$ cat config.mk
export PLATFORM = sky130hd
export DESIGN_NAME = hazard_ctrl
export DESIGN_NICKNAME = d
export VERILOG_FILES = /design/src/rtl/hazard_ctrl.sv
export SDC_FILE = /design/constraint.sdc
export NUM_CORES = 1
export LEC_CHECK = 0
export BUFFER_PORTS_ARGS = -buffer_cell sky130_fd_sc_hd__buf_4
export CORE_ASPECT_RATIO = 0.7
export CORE_MARGIN = 2
export CORE_UTILIZATION = 40
export CTS_CLUSTER_DIAMETER = 60
export DETAILED_ROUTE_END_ITERATION = 12
export GPL_ROUTABILITY_DRIVEN = 0
export HOLD_SLACK_MARGIN = 0.12
export PLACE_DENSITY = 0.68
export SKIP_CTS_REPAIR_TIMING = 1
export SYNTH_ARGS = -nofsm -noshare
export SYNTH_HDL_FRONTEND = slang
export SYNTH_SLANG_ARGS = --single-unit
$ cat constraint.sdc
create_clock -name clk -period 2.05 [get_ports clk]
set_input_delay 0.205 -clock clk [delete_from_list [all_inputs] [get_ports clk]]
set_output_delay 0.205 -clock clk [all_outputs]
set_load 0.05 [all_outputs]
$ cat src/rtl/hazard_ctrl.sv
// hazard_ctrl: ID-stage RAW detection, redirect flush sequencing and saturating stall/flush counters.
// Optional HAZARD_FWD_EN: load-use-only stalls plus registered forwarding selects.
module hazard_ctrl #(
    parameter int FLUSH_CYCLES = 2,
    parameter int CNT_W        = 16
) (
    input  logic             clk,
    input  logic             rst_n,
    input  logic             id_valid,
    input  logic [5:0]       id_rs,
    input  logic [5:0]       id_rt,
    input  logic             id_use_rs,
    input  logic             id_use_rt,
    input  logic             ex_regwrt,
    input  logic             ex_memrd,
    input  logic [5:0]       ex_rd,
    input  logic             mem_regwrt,
    input  logic [5:0]       mem_rd,
    input  logic             ex_redirect,
    input  logic             ext_stall,
    output logic             pc_hold,
    output logic             ifid_hold,
    output logic             ifid_flush,
    output logic             idex_bubble,
    output logic             busy,
`ifdef HAZARD_FWD_EN
    output logic [1:0]       fwd_a_sel,
    output logic [1:0]       fwd_b_sel,
`endif
    output logic [CNT_W-1:0] stall_cnt,
    output logic [CNT_W-1:0] flush_cnt
);
    typedef enum logic {RUN, FLUSH} state_t;
    localparam logic [2:0] RELOAD = 3'(FLUSH_CYCLES - 1);

    state_t     state, state_nxt;
    logic [2:0] cnt, cnt_nxt;
    logic       chk_rs, chk_rt, ex_rs, ex_rt, mem_rs, mem_rt, raw, flushing, stall_inc;

    assign chk_rs = id_valid && id_use_rs;
    assign chk_rt = id_valid && id_use_rt;
    assign ex_rs  = chk_rs && ex_regwrt && ex_rd == id_rs && id_rs != 6'd0;
    assign ex_rt  = chk_rt && ex_regwrt && ex_rd == id_rt && id_rt != 6'd0;
    assign mem_rs = chk_rs && mem_regwrt && mem_rd == id_rs && id_rs != 6'd0;
    assign mem_rt = chk_rt && mem_regwrt && mem_rd == id_rt && id_rt != 6'd0;
`ifdef HAZARD_FWD_EN
    assign raw = ex_memrd && (ex_rs || ex_rt);
`else
    assign raw = ex_rs || ex_rt || mem_rs || mem_rt;
`endif

    always_ff @(posedge clk or negedge rst_n) begin
        if (!rst_n) begin
            state <= RUN;
            cnt   <= 3'd0;
        end else begin
            state <= state_nxt;
            cnt   <= cnt_nxt;
        end
    end

    // cnt holds the FLUSH cycles still owed after the current one, so the
    // redirect cycle plus FLUSH spans exactly FLUSH_CYCLES bubbles.
    always_comb begin
        state_nxt = state;
        cnt_nxt   = cnt;
        if (ex_redirect) begin
            state_nxt = FLUSH_CYCLES > 1 ? FLUSH : RUN;
            cnt_nxt   = RELOAD;
        end else if (state == FLUSH && !ext_stall) begin
            state_nxt = cnt <= 3'd1 ? RUN : FLUSH;
            cnt_nxt   = cnt <= 3'd1 ? 3'd0 : cnt - 3'd1;
        end
    end

    always_comb begin
        flushing    = state == FLUSH || ex_redirect;
        ifid_flush  = rst_n && flushing;
        idex_bubble = rst_n && (flushing || (!ext_stall && raw));
        pc_hold     = rst_n && !ex_redirect && (ext_stall || (state == RUN && raw));
        ifid_hold   = rst_n && !flushing && (ext_stall || raw);
        stall_inc   = state == RUN && !ex_redirect && !ext_stall && raw;
        busy        = state == FLUSH;
    end

    always_ff @(posedge clk or negedge rst_n) begin
        if (!rst_n) begin
            stall_cnt <= '0;
            flush_cnt <= '0;
        end else begin
            if (stall_inc && !(&stall_cnt)) stall_cnt <= stall_cnt + 1'b1;
            if (ex_redirect && !(&flush_cnt)) flush_cnt <= flush_cnt + 1'b1;
        end
    end

`ifdef HAZARD_FWD_EN
    always_ff @(posedge clk or negedge rst_n) begin
        if (!rst_n) begin
            fwd_a_sel <= 2'b00;
            fwd_b_sel <= 2'b00;
        end else if (idex_bubble) begin
            fwd_a_sel <= 2'b00;
            fwd_b_sel <= 2'b00;
        end else if (!ext_stall) begin
            fwd_a_sel <= ex_rs ? 2'b01 : mem_rs ? 2'b10 : 2'b00;
            fwd_b_sel <= ex_rt ? 2'b01 : mem_rt ? 2'b10 : 2'b00;
        end
    end
`endif
endmodule

==> impl_metrics.ini <==
[status]
status = complete, no violations

[finish]
final_cell_mix = buf_4, xnor2_1, xor2_1
area_growth_pct = 49.4
layout_commonest_cell = buf_4
drive_above_1_share = 0.455
fin_nets = 349
antennaDiodeCount = 0
layoutNonFillerInstCount = 384
stdcell_area_mm2 = 0.00318

[floorplanning]
start_util = 0.411
die_y_um = 65.0
dieArea_mm2 = 0.00593
rows = 22
core_mm2 = 0.00517
ioPinCount = 71
die_w_um = 91.2

[synthesis]
synth_warnings = 0
synth_seq_cells = 36
yosysSeqAreaShare = 0.424
synthDistinctLibCells = 41
synth_flop_cell = dfrtp_1
synth-xor-area-share = 0.202
synth_mux_area_frac = 0.0212
synth_fp_nets = 249
syn_inst = 211
async_reset_ff_frac = 1.00
syn_avg_cell_area_um2 = 10.1
syn-cell-area_mm2 = 0.00213
synthSimpleGateAreaFrac = 0.242
synth_edf_count = 0
synth_compound_area_frac = 0.0724
synth-adder-area-share = 0.0235
synth_top_family_by_area = simple AND/OR/NAND/NOR gates

[timing]
rsz0062_at_grt = true
hold_violations = 0
maxSlewViolCount = 0
tightest_slew_ns = 0.385
holdWs_ns = 0.176
setup_viol = 0
slew_headroom = 0.743
setup_slack_ns = 0.00868
post-route-period-util = 0.996
fin_worst_skew_ns = 0.00443
timing.final.crit_period_ns = 2.04
max_freq_mhz = 490

[route]
first_iter_violations = 47
vias = 1887
drc_errors = 0
wire_per_inst_um = 13.3
wirelength_um = 5090
viasPerCell = 4.91
ant_nets = 0
drt_first_pass_iters = 4

[power]
powerDensity_mw_per_mm2 = 689
power_switching_share = 0.372
pwr-share-comb = 0.339
power_switching_mw = 0.814
p_leak_nw = 1.51
internal_power_mw = 1.38
finalPower_mw = 2.19
p_clk_frac = 0.257
peakVddDrop_uv = 1010
seq_power_share = 0.404

[worst_setup_path]
required_ns = 2.26
worstSetupPathType = register to register
cp-start-kind = register
crit_path_max_fanout = 5
critPathArrivalTime_ns = 2.25
endpoint_kind = register

[global_route]
grt_usage = 0.172
top_usage_layer = met2
grt_max_degree = 32
antenna_found_initial = 0
grt_pass1_wl_um = 8180
grt_pass1_vias = 1765
grt_use_met2 = 0.265
grt_use_met3 = 0.0488
gr-total-overflow = 0
met1_usage = 0.241

[clock_tree]
clkTransAtPathRegs_ns = 0.07
cts_buffers = 5
clock_latency_ns = 0.29
cts_root_buf = clkbuf_8
clock_sinks = 36
htreeDepth = 2
cts_max_path_buffers = 2
cts_tree = built

[place]
postPlaceCellArea_mm2 = 0.00291
dp.cells = 369
place_ws_ns = 0.0154
hpwl_um = 3800
port_buffers = 69

[min_path]
hold_class = input port to register

[job]
max_cap_violations = 0
## logic make-up after synthesis
family / count (synthesis)
AO/OA/AOI/OAI: 19
XOR/XNOR: 49
adder cells (fa/ha/maj): 4
buffers and inverters: 7
flip-flops: 36
multiplexers: 4
AND/OR/NAND/NOR: 92
## path summary, 6_finish.rpt
| check | start | end | slack [ns] | depth (start not counted) |
|---|---|---|---|---|
| max | stall_cnt[9]$_DFFE_PN0P_ | stall_cnt[9]$_DFFE_PN0P_ | 0.009 | 9 |
| max in group asynchronous | rst_n | stall_cnt[2]$_DFFE_PN0P_ | 1.15 | 3 |
| max reg2reg | stall_cnt[9]$_DFFE_PN0P_ | stall_cnt[9]$_DFFE_PN0P_ | 0.009 | 9 |
| min in group asynchronous | rst_n | busy$_DFFE_PN0P_ | 0.29 | 2 |
| min reg2reg | stall_cnt[5]$_DFFE_PN0P_ | stall_cnt[5]$_DFFE_PN0P_ | 0.48 | 1 |
| min | ex_redirect | cnt[1]$_DFFE_PN0P_ | 0.18 | 2 |
## power groups by stage
stage	Clock, mW	Combinational (mW)	Sequential (mW)
2_1_floorplan	0	0.192	1.14
3_3_place_gp	0	0.730	0.891
3_5_place_dp	0	0.742	0.893
4_1_cts	0.571	0.741	0.883
5_1_grt	0.610	0.796	0.899
6_report	0.564	0.742	0.884
## critical path: stages (launching register included)
cell      delay [ns]
dfrtp_2         0.41
and4_4          0.20
and3_4          0.18
a311oi_2        0.29
buf_4           0.17
a32oi_4         0.14
buf_12          0.17
buf_12          0.12
nor2_1          0.12
xor2_1          0.16
## through the flow
step / util / TNS [ns]
6_report: 0.614 / 0
3_3_place_gp: 0.562 / 0
3_5_place_dp: 0.562 / 0
2_1_floorplan: - / -0.0826
5_1_grt: 0.614 / -0.302
4_1_cts: 0.582 / 0
## cell type report
cell class / instances / area, µm²
flip-flops and latches: 36 / 922
inverters: 5 / 21.3
fillers: 475 / 2000
multi-input cells: 168 / 1280
clock buffers: 8 / 100
repair buffers: 95 / 758
well taps: 72 / 90.1
## Yosys cell counts, drive strengths merged, types with 2 or more instances
library cell | n | area [µm²]
nand4 | 9 | 56.3
xnor2 | 25 | 219
inv | 5 | 18.8
nand2 | 13 | 48.8
dfrtp | 36 | 901
nor3b | 2 | 15.0
nor2b | 2 | 12.5
a21oi | 8 | 40.0
and4 | 2 | 20.0
and3 | 4 | 30.0
nand2b | 2 | 12.5
nand3 | 19 | 95.1
nor2 | 18 | 67.6
nor4 | 6 | 43.8
ha | 4 | 50.1
mux2 | 4 | 45.0
o41ai | 2 | 32.5
xor2 | 24 | 210
nor3 | 9 | 60.1
## sequential cells by signal (all words and copies together) (netlist names)
signal     count
busy           1
cnt            3
flush_cnt     16
stall_cnt     16
## routing by layer
layer | share of wire | vias up
met4 | 0.0086 | 0
met2 | 0.45 | 48
met3 | 0.054 | 6
met5 | 0 | -
li1 | - | 946
met1 | 0.49 | 887
No activity file was read; power rests on OpenSTA's default activity.
